--- src/rtl/quad_bcd_counter.sv ---
`timescale 1ns/1ps
// Quadrature encoder front end: two-flop synchroniser, per-channel glitch filter,
// X4 direction decode, detent scaling and a 4-digit packed-BCD up/down count.
module quad_bcd_counter #(
  parameter int FILTER_CYCLES   = 8,
  parameter int STEPS_PER_COUNT = 4
) (
  input  logic        i_clk,
  input  logic        i_rst,
  input  logic        i_enc_a,
  input  logic        i_enc_b,
  input  logic        i_clear,
  output logic [15:0] o_bcd,
  output logic        o_step,
  output logic        o_dir,
  output logic        o_error
);

  localparam logic [7:0]        FILT_LAST = 8'(FILTER_CYCLES - 1);
  localparam logic signed [4:0] SUB_MAX   = 5'(STEPS_PER_COUNT - 1);
  localparam logic signed [4:0] SUB_MIN   = -SUB_MAX;

  typedef enum logic {S_INIT, S_TRACK} state_t;

  // Bit 1 carries channel A and bit 0 channel B in every 2-bit vector below.
  logic [1:0] meta_q, sync_q, filt_q, filt_d;
  logic [7:0] qual_cnt_q;
  logic       qual_q;

  always_ff @(posedge i_clk) begin
    if (i_rst) begin
      meta_q <= '0;
      sync_q <= '0;
      filt_q <= '0;
    end else begin
      meta_q <= {i_enc_a, i_enc_b};
      sync_q <= meta_q;
      filt_q <= filt_d;
    end
  end

  genvar gi;
  generate
    for (gi = 0; gi < 2; gi++) begin : g_filt
      logic [7:0] cnt_q, cnt_d;
      logic       differ, accept;
      assign differ     = sync_q[gi] != filt_q[gi];
      assign accept     = differ && (cnt_q == FILT_LAST);
      assign cnt_d      = (differ && !accept) ? cnt_q + 8'd1 : 8'd0;
      assign filt_d[gi] = accept ? sync_q[gi] : filt_q[gi];
      always_ff @(posedge i_clk) begin
        if (i_rst) cnt_q <= '0;
        else       cnt_q <= cnt_d;
      end
    end
  endgenerate

  // Qualify lands on the same edge a filter accepts a settled level, so INIT never latches a stale position.
  always_ff @(posedge i_clk) begin
    if (i_rst) begin
      qual_cnt_q <= '0;
      qual_q     <= 1'b0;
    end else if (meta_q != sync_q) begin
      qual_cnt_q <= '0;
    end else if (!qual_q) begin
      if (qual_cnt_q == FILT_LAST) qual_q <= 1'b1;
      else                         qual_cnt_q <= qual_cnt_q + 8'd1;
    end
  end

  state_t     state_q, state_d;
  logic [1:0] prev_q, prev_d;
  logic       up_q, up_d, dn_q, dn_d, err_q, err_d, dir_q, dir_d;

  function automatic logic [1:0] phase(input logic [1:0] ab);
    return {ab[1], ab[1] ^ ab[0]};
  endfunction

  always_comb begin
    state_d = state_q;
    prev_d  = prev_q;
    up_d    = 1'b0;
    dn_d    = 1'b0;
    err_d   = 1'b0;
    dir_d   = dir_q;
    case (state_q)
      S_INIT: begin
        if (qual_q) begin
          prev_d  = filt_q;
          state_d = S_TRACK;
        end
      end
      S_TRACK: begin
        prev_d = filt_q;
        if ((filt_q ^ prev_q) == 2'b11) begin
          err_d = 1'b1;
        end else if (phase(filt_q) == phase(prev_q) + 2'd1) begin
          up_d  = 1'b1;
          dir_d = 1'b1;
        end else if (filt_q != prev_q) begin
          dn_d  = 1'b1;
          dir_d = 1'b0;
        end
      end
      default: state_d = S_INIT;
    endcase
  end

  always_ff @(posedge i_clk) begin
    if (i_rst) begin
      state_q <= S_INIT;
      prev_q  <= '0;
      up_q    <= 1'b0;
      dn_q    <= 1'b0;
      err_q   <= 1'b0;
      dir_q   <= 1'b1;
    end else begin
      state_q <= state_d;
      prev_q  <= prev_d;
      up_q    <= up_d;
      dn_q    <= dn_d;
      err_q   <= err_d;
      dir_q   <= dir_d;
    end
  end

  logic signed [4:0] sub_q, sub_d;
  logic [15:0]       bcd_q, bcd_d, bcd_inc, bcd_dec;
  logic              step_q, step_d, step_up, step_dn, carry, borrow;

  assign step_up = up_q && (sub_q == SUB_MAX);
  assign step_dn = dn_q && (sub_q == SUB_MIN);

  always_comb begin
    bcd_inc = bcd_q;
    bcd_dec = bcd_q;
    carry   = 1'b1;
    borrow  = 1'b1;
    for (int i = 0; i < 4; i++) begin
      if (carry) begin
        if (bcd_q[4*i +: 4] == 4'd9) bcd_inc[4*i +: 4] = 4'd0;
        else begin
          bcd_inc[4*i +: 4] = bcd_q[4*i +: 4] + 4'd1;
          carry             = 1'b0;
        end
      end
      if (borrow) begin
        if (bcd_q[4*i +: 4] == 4'd0) bcd_dec[4*i +: 4] = 4'd9;
        else begin
          bcd_dec[4*i +: 4] = bcd_q[4*i +: 4] - 4'd1;
          borrow            = 1'b0;
        end
      end
    end
  end

  always_comb begin
    sub_d  = sub_q;
    bcd_d  = bcd_q;
    step_d = 1'b0;
    if (i_clear) begin
      sub_d = '0;
      bcd_d = '0;
    end else if (step_up) begin
      sub_d  = '0;
      bcd_d  = bcd_inc;
      step_d = 1'b1;
    end else if (step_dn) begin
      sub_d  = '0;
      bcd_d  = bcd_dec;
      step_d = 1'b1;
    end else if (up_q) begin
      sub_d = sub_q + 5'sd1;
    end else if (dn_q) begin
      sub_d = sub_q - 5'sd1;
    end
  end

  always_ff @(posedge i_clk) begin
    if (i_rst) begin
      sub_q  <= '0;
      bcd_q  <= '0;
      step_q <= 1'b0;
    end else begin
      sub_q  <= sub_d;
      bcd_q  <= bcd_d;
      step_q <= step_d;
    end
  end

  assign o_bcd   = bcd_q;
  assign o_step  = step_q;
  assign o_dir   = dir_q;
  assign o_error = err_q;

endmodule

--- config.mk ---
export PLATFORM = sky130hd
export DESIGN_NAME = quad_bcd_counter
export DESIGN_NICKNAME = d
export VERILOG_FILES = /design/src/rtl/quad_bcd_counter.sv
export SDC_FILE = /design/constraint.sdc
export NUM_CORES = 1
export LEC_CHECK = 0
export CORE_UTILIZATION = 62
export CTS_CLUSTER_SIZE = 28
export DETAILED_ROUTE_END_ITERATION = 12
export GPL_TIMING_DRIVEN = 0
export PLACE_DENSITY = 0.94
export SLEW_MARGIN = 20
export SYNTH_ARGS = -nofsm -noshare
export SYNTH_HDL_FRONTEND = slang
export SYNTH_SLANG_ARGS = --single-unit
--- constraint.sdc ---
create_clock -name i_clk -period 3.76 [get_ports i_clk]
set_clock_uncertainty 0.15 [all_clocks]
set_input_delay 0.752 -clock i_clk [delete_from_list [all_inputs] [get_ports i_clk]]
set_output_delay 0.752 -clock i_clk [all_outputs]
set_load 0.1 [all_outputs]
; ---- Word-level counts from Yosys, hierarchy flattened
; Cells that the tools add are included.
[totals]
ff_bits = 60
in_bits = 5
output_inout_bits = 19
[op_classes]
addsub = 14
n_eq_ne = 19
n_mux = 41
n_bitwise = 9
n_reduce_logical = 31
[ops]
columns = cell, n
row1 = 4-bit two-way mux, 14
row2 = 16-bit two-way mux, 2
row3 = "8-bit by 1-bit adder with 8-bit output, second input constant", 3
row4 = "8-bit by 3-bit equality test with 1-bit output, second input constant", 3
row5 = 1-bit two-way mux, 21
row6 = "4-bit by 1-bit adder with 4-bit output, second input constant", 4
row7 = "4-bit equality test, second input constant", 4
row8 = 4-bit logical NOT, 4
row9 = "4-bit by 1-bit subtractor with 4-bit output, second input constant", 4
row10 = 3-bit AND reduction, 4
row11 = 2-bit nonzero test, 6
row12 = "5-bit by 3-bit equality test with 1-bit output, second input constant", 2
row13 = 5-bit two-way mux, 2
row14 = 2-bit OR reduction, 5
row15 = 4-bit OR reduction, 2
row16 = 1-bit logical AND, 6
row17 = "2-bit by 1-bit inequality test with 1-bit output, second input constant", 3
row18 = 1-bit NOT, 6
row19 = "5-bit by 2-bit adder with 5-bit output, second input constant", 1
row20 = "5-bit by 2-bit subtractor with 5-bit output, second input constant", 1
row21 = 2-bit inequality test, 2
row22 = 2-bit case mux with 2 select lines, 1
row23 = 3-bit OR reduction, 1
row24 = "2-bit by 1-bit adder with 2-bit output, second input constant", 1
row25 = other kinds (9), 12

; ---- Depth between registers and ports, before layout
[logic_depth]
ltp_word = 7
ltp_mapped = 7
mapped_depth_nobuf = 7

; ---- Worst setup path before layout
; Ideal clock, no wire load.
[synth_path]
path_type = register to register
startpoint = reg bcd_q[1] (netlist: o_bcd[1])
endpoint = reg bcd_q[5] (netlist: o_bcd[5])
setup_time_ns = 0.067
arrival_time_ns = 2.627
required_ns = 3.543
path_slack_ns = 0.916
stages_incl_launch_ff = 8
path_buffers = 2
period_less_slack_ns = 2.844
path_cell_list = dfxtp_1 > buf_6 > or4_4 > or3_1 > clkbuf_2 > or3_1 > a221o_1 > a21oi_2
[synth_between]
elab_chain_len = 4
elab_cells_between_ends = 7
cone_classes = eq/ne: 2 / mux: 2 / reduce/logical: 3
[synth_lines]
columns = element, line_no
row1 = from (decl), 128  ; logic [15:0] bcd_q, bcd_d, bcd_inc, bcd_dec;
row2 = from (signal assigned), 182  ; bcd_q <= '0;
row3 = from (signal assigned), 186  ; bcd_q <= bcd_d;
row4 = 4-bit equality test or 4-bit logical NOT (tied branches), "141, 148"
row5 = 1-bit two-way mux (on tied branches), "141, 148"
row6 = 2-bit by 1-bit inequality test with 1-bit output (no source line) or 2-bit nonzero test (tied branches), n/a
row7 = 3-bit AND reduction (no source line) (*), n/a
; Every way passes the cells marked *; elsewhere a longest branch is shown, timed or not.
; A chain may end at the register's enable or synchronous reset.

; ---- Worst setup path after layout
[layout_path]
startpoint = reg bcd_q[2] (netlist: o_bcd[2])
endpoint = out o_bcd[2]
[layout_lines]
columns = element, line_no
row1 = to (decl), 13  ; output logic [15:0] o_bcd,
; No word-level cell between the ends.

==> results.sh <==
export IMPL_status="finished, final reports clean"
export IMPL_worst_pin_slew_ps=981
export IMPL_clk_pin_slew_worst_paths_ps=70
export IMPL_grt_pass1_wl_mm=10.8
export IMPL_period_share_pct=77.6
export IMPL_finalHoldViolCount=0
export IMPL_setup_tns_ps=0
export IMPL_syn_to_final_growth_pct=17.4
export IMPL_start_kind="flip-flop"
export IMPL_end_kind="primary output"
export IMPL_dieArea_um2=5250
export IMPL_setup_violations=0
export IMPL_p_leak_uw=0.00126
export IMPL_r2r_start="up_q"
export IMPL_yosysWarnings=0
export IMPL_grt_ovfl_total=0
export IMPL_dp_hpwl_mm=4.46
export IMPL_netlist_instances=367
export IMPL_postRouteAntennaNets=0
export IMPL_drive_gt1_share_pct=6.65
export IMPL_cp_top_family="buffers and inverters"
export IMPL_synth_nets=379
export IMPL_synth_edf_count=0
export IMPL_cts_setup_buffers=0
export IMPL_synth_seq_area_share_pct=39.0
export IMPL_crit_chain="clkdlybuf4s50_1"
export IMPL_dr_pass1_iters=6
export IMPL_ys_top_cells_by_area="dfxtp_1 (39%), nor2_1 (6.2%), xor2_1 (5.4%), xnor2_1 (5.1%), nand2_1 (2.7%)"
export IMPL_slew_violations=0
export IMPL_io_pins=24
export IMPL_totalWireLength_mm=6.41
export IMPL_max_slew_margin_rel_pct=34.4
export IMPL_cpMaxStageDelayCell="clkdlybuf4s50_1"
export IMPL_fillerInstances=364
export IMPL_async_flop_share_pct=0
export IMPL_drtIter0Drc=234
export IMPL_syn_area_per_cell_um2=8.39
export IMPL_portBuffers=23
export IMPL_fmax_ghz=0.343
export IMPL_r2r_cells=7
export IMPL_worstHoldEndpoint="g_filt[1].cnt_q[0]"
export IMPL_die_h_um=72.5
export IMPL_critPathKind="flip-flop to primary output"
export IMPL_synth_cell_types=54
export IMPL_reg2reg_to="o_bcd[2]"
export IMPL_diodes=0
export IMPL_worst_r2r_setup_slack_ps=1100
export IMPL_rows=25
export IMPL_netlist_area_um2=3080
export IMPL_synth_top_area_share_pct=39.0
export IMPL_clock_latency_ps=340
export IMPL_worstPathMaxFanout=9
export IMPL_required_ps=2860
export IMPL_hp_start="g_filt[1].cnt_q[0]"
export IMPL_numCtsBuffers=9
export IMPL_globalplace_congestion=0.854
export IMPL_min_path_type="flip-flop to flip-flop"
export IMPL_crit_arrival_ps=2010
export IMPL_yosys_register_bits=60
export IMPL_synth_ff_type="dfxtp_1"
export IMPL_crit_cells=1
export IMPL_instances_no_fill=473
export IMPL_clock_path_buffers=2
export IMPL_drc_errors=0
export IMPL_grt_max_degree=11
export IMPL_cts_tree="done"
export IMPL_ctsResizeCount=0
export IMPL_cts_root_buf="clkbuf_8"
export IMPL_final_min_clock_period_ps=2920
export IMPL_clkSinkCount=60
export IMPL_dieWidth_um=72.5
export IMPL_viasPerCell=5.80
export IMPL_grt_pass1_vias=2536
export IMPL_wl_per_cell_um=13.5
export IMPL_cp_slowest_stage_delay_ps=1190
export IMPL_placedCellCount=457
export IMPL_critPathBufInv=1
export IMPL_htreeDepth=3
export IMPL_vias=2742
export IMPL_rsz0062_at_grt="no"
export IMPL_num_nets_final=413
export IMPL_synth_top_area_cell="dfxtp_1"
export IMPL_cellPowerDensity_nw_per_um2=365
export IMPL_cts_hold_buf=0
export IMPL_start_util_pct=64.8
export IMPL_antenna_found_initial=0
export IMPL_cap_violations=0
export IMPL_gr_usage_all_layers_pct=26.6
export IMPL_coreArea_um2=4750
export IMPL_holdPathStages=1
export IMPL_vdd_drop_max_mv=0.307
==> where the power goes <==
group	total [uW]	switching (uW)	internal, uW
logic	40.3	25.2	15.1
registers	646	5.04	641
clock network	633	256	377
total	1320	286	1030
==> synth_stat cells, drive strengths merged, types with 2 or more instances <==
library cell,instances
or4,5
nand2,22
dfxtp,60
buf,2
xor2,19
a31oi,3
nor2b,8
a211oi,7
nor4,2
nand4,11
a32o,4
ha,6
and3,7
o211ai,2
nor3b,2
inv,13
and2,3
nor3,14
o21bai,2
a311oi,4
a21o,3
a21oi,13
nand3,14
clkbuf,17
or3,6
or2,4
nor2,51
xnor2,18
o21ai,16
mux2i,5
nand2b,6
and3b,2
==> state kept, by name, indices dropped and copies added (netlist names), 2 cells and up <==
name / flops
filt_q: 2
g_filt.cnt_q: 16
meta_q: 2
o_bcd: 16
prev_q: 2
qual_cnt_q: 8
sub_q: 5
sync_q: 2
==> per-layer routing <==
layer | global-route usage, % | up-vias | wire, um
met1 | 29.9 | 1294 | 2710
met5 | 0 | - | 0
met4 | 13.1 | 0 | 101
met2 | 47.0 | 78 | 3310
met3 | 6.11 | 11 | 296
li1 | - | 1359 | -
==> layout by cell type, fill, tap and decap left out, drive strengths merged, types with 6 or more instances in the layout <==
cell,instances
xnor2,18
nand4,11
nand2b,6
nor3,14
clkdlybuf4s50,23
nand3,14
clkbuf,30
ha,6
a211oi,7
and3,7
nor2,51
nor2b,8
or3,6
inv,13
a21oi,13
o21ai,16
xor2,19
dfxtp,60
nand2,22
==> worst max-delay path by stage <==
stage | endpoint | slack [ps] | start
final | o_bcd[2] | 840 | o_bcd[2]
after global routing | o_bcd[6] | 790 | o_bcd[6]
after CTS | o_bcd[6] | 850 | o_bcd[6]
after detailed placement | o_bcd[2] | 1080 | i_rst
after global placement | o_bcd[2] | 1110 | i_rst
after floorplan | o_bcd[5] | 920 | o_bcd[1]
==> logic make-up after synthesis <==
| logic type | after synthesis | share of synthesized area [%] |
|---|---|---|
| AO/OA/AOI/OAI | 63 | 14.2 |
| XOR/XNOR | 37 | 10.5 |
| adder cells (fa/ha/maj) | 7 | 3.09 |
| buffers and inverters | 32 | 4.18 |
| flip-flops | 60 | 39.0 |
| multiplexers | 6 | 1.99 |
| AND/OR/NAND/NOR | 162 | 27.0 |
==> metrics by stage <==
step	hold slack (ps)	worst slack (ps)	utilization [%]	instance area [um^2]	power [uW]
floorplan	263	916	-	3080	687
finish	300	843	76.1	3620	1320
CTS	297	847	76.1	3620	1320
global route	316	792	76.1	3620	1360
global placement	272	1110	71.4	3390	699
detailed placement	290	1080	71.4	3390	700
==> area by class of cell <==
type / instances / area [um^2] / share of cell area [%]
buffer: 19 / 80.1 / 2.21
sequential: 60 / 1200 / 33.2
multi-input combinational: 275 / 1750 / 48.4
clock buffer: 13 / 179 / 4.95
inverter: 13 / 48.8 / 1.35
clock inverter: 3 / 42.5 / 1.18
tap: 67 / 83.8 / 2.32
timing repair buffer: 23 / 230 / 6.37
No activity file was read; power rests on OpenSTA's default activity.
==> patch 1, RTL diff (config.mk and constraints unchanged) <==
Register the output `o_bcd` once more, with the module's reset; this adds one clock of latency there. The other outputs are not delayed to match.
--- a/src/rtl/quad_bcd_counter.sv
+++ b/src/rtl/quad_bcd_counter.sv
@@ -188,7 +188,13 @@
     end
   end
 
-  assign o_bcd   = bcd_q;
+  always_ff @(posedge i_clk) begin
+    if (i_rst) begin
+      o_bcd <= '0;
+    end else begin
+      o_bcd <= bcd_q;
+    end
+  end
   assign o_step  = step_q;
   assign o_dir   = dir_q;
   assign o_error = err_q;
Formal check against the unedited RTL: same outputs for any inputs over 10 cycles, from zero or initial values and one cycle with i_rst high; that may be too few to reach the edited logic, so the function may still have changed.
==> patch 1 against the unedited design <==
Via count is 12% higher. Cell area rose by 12%. Non-clock buffer count is 2 higher. Total power grew 11%. Synthesized area increased by 14%. Worst setup slack improved by 55 ps. Die area up 14%. Sequential cell count rose by 16. Routed wire length rose by 18%. Register-to-register slack got worse by 200 ps. Hold slack worse by 4.4 ps. Critical endpoint is now bcd_q[7]$_SDFFE_PP0P_.
==> patch 1: results (changes against the unedited design) <==
wl on met1 3.239 mm (+20%); number of global-route vias before repair 2910 (+15%); multi-input logic area 1857 µm² (+6.1%); NonClk Buf Share 7.912% (-0.67 points); register area 1521 µm² (+27%); Switching Share 22.72% (+1.1 points); R2R Setup Slk 900 ps (-200 ps); met2 Usage GRT 43.81% (-3.2 points); mux share of post-synthesis cell area 0.8532% (-1.1 points); fraction of layout instances using a drive strength above 1 6.067% (-0.58 points); run status complete, no violations; fraction of area in clock buffers and inverters 4.778% (-1.3 points); Max VDD drop 0.2427 mV (-21%); Detailed Routing Iterations Pass 1 5 (-1); pin count of the biggest net entering global routing 14 (+3); grt met1 use 31.92% (+2.0 points); detailed placer's ending HPWL 5.139 mm (+15%); routed wl met3 468 µm (+58%); Tot GR Track Use 26.46% (-0.099 points); WL final 7.568 mm (+18%); origin of the critical flop-to-flop path sub_q[1]$_SDFFE_PP0P_; Critical Path Max Stage Delay 920 ps (-270 ps); inverter count 14 (+1); dpl ws 1083 ps (+6.290 ps); final net count 452 (+9.4%); Plain + repair buffers 44 (+4.8%); hold_ws 295.9 ps (-4.411 ps); Crit Path Max Fanout 10 (+1); Multi-In Gates 295 (+7.3%); sequential area share after synthesis 43.23% (+4.2 points); Worst path slowest cell nor4bb_1
[patch 1: changes by cell type after synthesis, moves of 3 or more]
cell,before,now
a21oi_1,11,16
o21ai_0,15,18
nor2b_1,8,21
dfxtp_1,60,76
or3_1,6,2
o22ai_1,1,6
a32o_1,4,1
nor3_1,14,10
a211oi_1,7,3
nand2_1,22,25
nor2_1,51,59
o31ai_1,0,4
[patch 1: per-stage QoR]
step | instances | cell area (µm²)
6_report | 517 | 4033
5_1_grt | 517 | 4033
4_1_cts | 517 | 4033
3_5_place_dp | 501 | 3840
3_3_place_gp | 501 | 3840
2_1_floorplan | 406 | 3520
[patch 1: power groups by stage]
| stage | sequential, µW | clock (µW) | combinational, µW |
|---|---|---|---|
| after global routing | 816 | 648 | 47.0 |
| after CTS | 815 | 612 | 43.0 |
| final | 815 | 609 | 43.2 |
| after floorplan | 839 | 0 | 21.7 |
| after detailed placement | 834 | 0 | 42.7 |
| after global placement | 833 | 0 | 41.7 |
==> patch 2, RTL diff (same flow settings) <==
Made on the original files. `FILTER_CYCLES`: 8 -> 6.
--- a/src/rtl/quad_bcd_counter.sv
+++ b/src/rtl/quad_bcd_counter.sv
@@ -2,7 +2,7 @@
 // Quadrature encoder front end: two-flop synchroniser, per-channel glitch filter,
 // X4 direction decode, detent scaling and a 4-digit packed-BCD up/down count.
 module quad_bcd_counter #(
-  parameter int FILTER_CYCLES   = 8,
+  parameter int FILTER_CYCLES   = 6,
   parameter int STEPS_PER_COUNT = 4
 ) (
   input  logic        i_clk,
Formal check against the unedited RTL: same outputs for any inputs over 10 cycles, from zero or initial values and one cycle with i_rst high; that may be too few to reach the edited logic, so the function may still have changed.
==> patch 2 against the unedited design <==
Routed wire length grew 3.0%. Cell area grew 2.9%. Total power shrank 3.5%. Worst setup slack gained 19 ps. Sequential power is essentially flat. Sequential share of layout area shrank 0.95 points. Synthesized area grew 4.4%. Sequential cell count is the same. Largest power group unchanged.
==> patch 2: results (changes against the unedited design) <==
run status complete, no violations; Post-Place Cells 473 (+3.5%); Yosys cell types 58 (+7.4%); Synth top cells by count dfxtp_1, nor2_1, nand2_1; origin of the critical flop-to-flop path sub_q[3]$_SDFFE_PP0P_; number of diodes 0 (unchanged); Worst Max-Slew Pin Slew 974.0 ps (-7.023 ps); P_leak 0.001311 µW (+4.3%); Worst Path Arrival 2000 ps; prevailing post-synth register cell dfxtp_1; DR iter-0 viols 288 (+23%); Detailed Routing Iterations Pass 1 4 (-2); number of global-route vias before repair 2645 (+4.3%); Synth Net Count 399 (+5.3%); pin count of the biggest net entering global routing 11 (unchanged); placed cell areas 3520 µm² (+3.7%); Synth area leaders dfxtp_1, nor2_1, xor2_1; vias per cell 5.832 (+0.61%); Top delay family on crit path buffers and inverters; vias post-DR 2852 (+4.0%); hold path start meta_q[1]$_SDFF_PP0_; sequential area share after synthesis 37.35% (-1.6 points); Filler Cells Inserted 355 (-2.5%); Reg clk slew, reported paths 70 ps (about the same); WL/cell 13.50 µm (-0.34%); Clock H-tree levels 3 (unchanged); RePlAce Congestion 0.8871 (+3.9%); Max VDD drop 0.2685 mV (-12%); Buffers on Ports 22 (-4.3%); post-CTS setup buffer count 0 (unchanged); synth warn 0 (unchanged); mean post-synth cell area 8.374 µm² (-0.23%); initial antenna violation count 0 (unchanged); Resized Gates After CTS 0 (unchanged); final net count 432 (+4.6%); fraction of layout instances using a drive strength above 1 6.872% (+0.22 points); beginning of the critical path o_bcd[11]$_SDFFE_PP0P_; Crit Path Max Fanout 8 (-1); Root Driver clkbuf_8; first-pass GRT wire length 11.36 mm (+5.5%); Tot GR Track Use 26.74% (+0.18 points); detailed placer's ending HPWL 4.649 mm (+4.2%); Num CTS Buffers 9 (unchanged)
==> patch 2: kinds of logic (layout without fill, tap and decap cells) <==
| group | count (synthesis) | in the layout | share of synthesized area (%) |
|---|---|---|---|
| AOI/OAI and AO/OA | 69 | 69 | 14.67 |
| xor gates and xnor gates | 38 | 38 | 10.35 |
| adders and majority gates | 10 | 10 | 4.125 |
| buffers and inverters | 34 | 72 | 4.513 |
| DFF | 60 | 60 | 37.35 |
| muxes | 4 | 4 | 1.245 |
| and+or+nand+nor | 169 | 169 | 27.74 |
==> patch 2: path summary, 6_finish.rpt <==
path,end,slack [ps],cells after the start
hold reg to reg,sync_q[1]$_SDFF_PP0_,330,1
setup / recovery,o_bcd[11],860,1
hold / removal,sync_q[1]$_SDFF_PP0_,330,1
setup reg to reg,o_bcd[7]$_SDFFE_PP0P_,1400,7
==> patch 2: area by class of cell <==
type                            instances  area, µm²  share of cell area (%)
Clock inverter                          4      47.55                   1.277
Timing Repair Buffer                   22      220.2                   5.916
Clock buffer                           12      155.1                   4.168
Buffer                                 20      92.59                   2.487
Sequential cell                        60       1201                   32.27
Multi-Input combinational cell        290       1869                   50.22
Tap cell                               67      83.83                   2.252
Inverter                               14      52.55                   1.412
==> patch 2: power breakdown <==
| group | switching, µW | internal (µW) |
|---|---|---|
| registers | 5.39 | 641 |
| logic | 25.3 | 14.5 |
| clock network | 246 | 340 |
| total | 277 | 995 |
==> patch 2: layer usage <==
layer,share of wire (%),track usage [%],vias to the layer above
met1,45,32.82,1348
met5,0,0,-
li1,-,-,1422
met2,49,45.56,71
met3,4.2,3.794,11
met4,1.7,14.10,0
==> patch 2: through the flow <==
stage	power (µW)	worst slack [ps]
4_1_cts	1279	847.5
6_report	1272	861.8
2_1_floorplan	687.7	1148
3_5_place_dp	700.6	1215
5_1_grt	1307	798.7
3_3_place_gp	699.0	1205
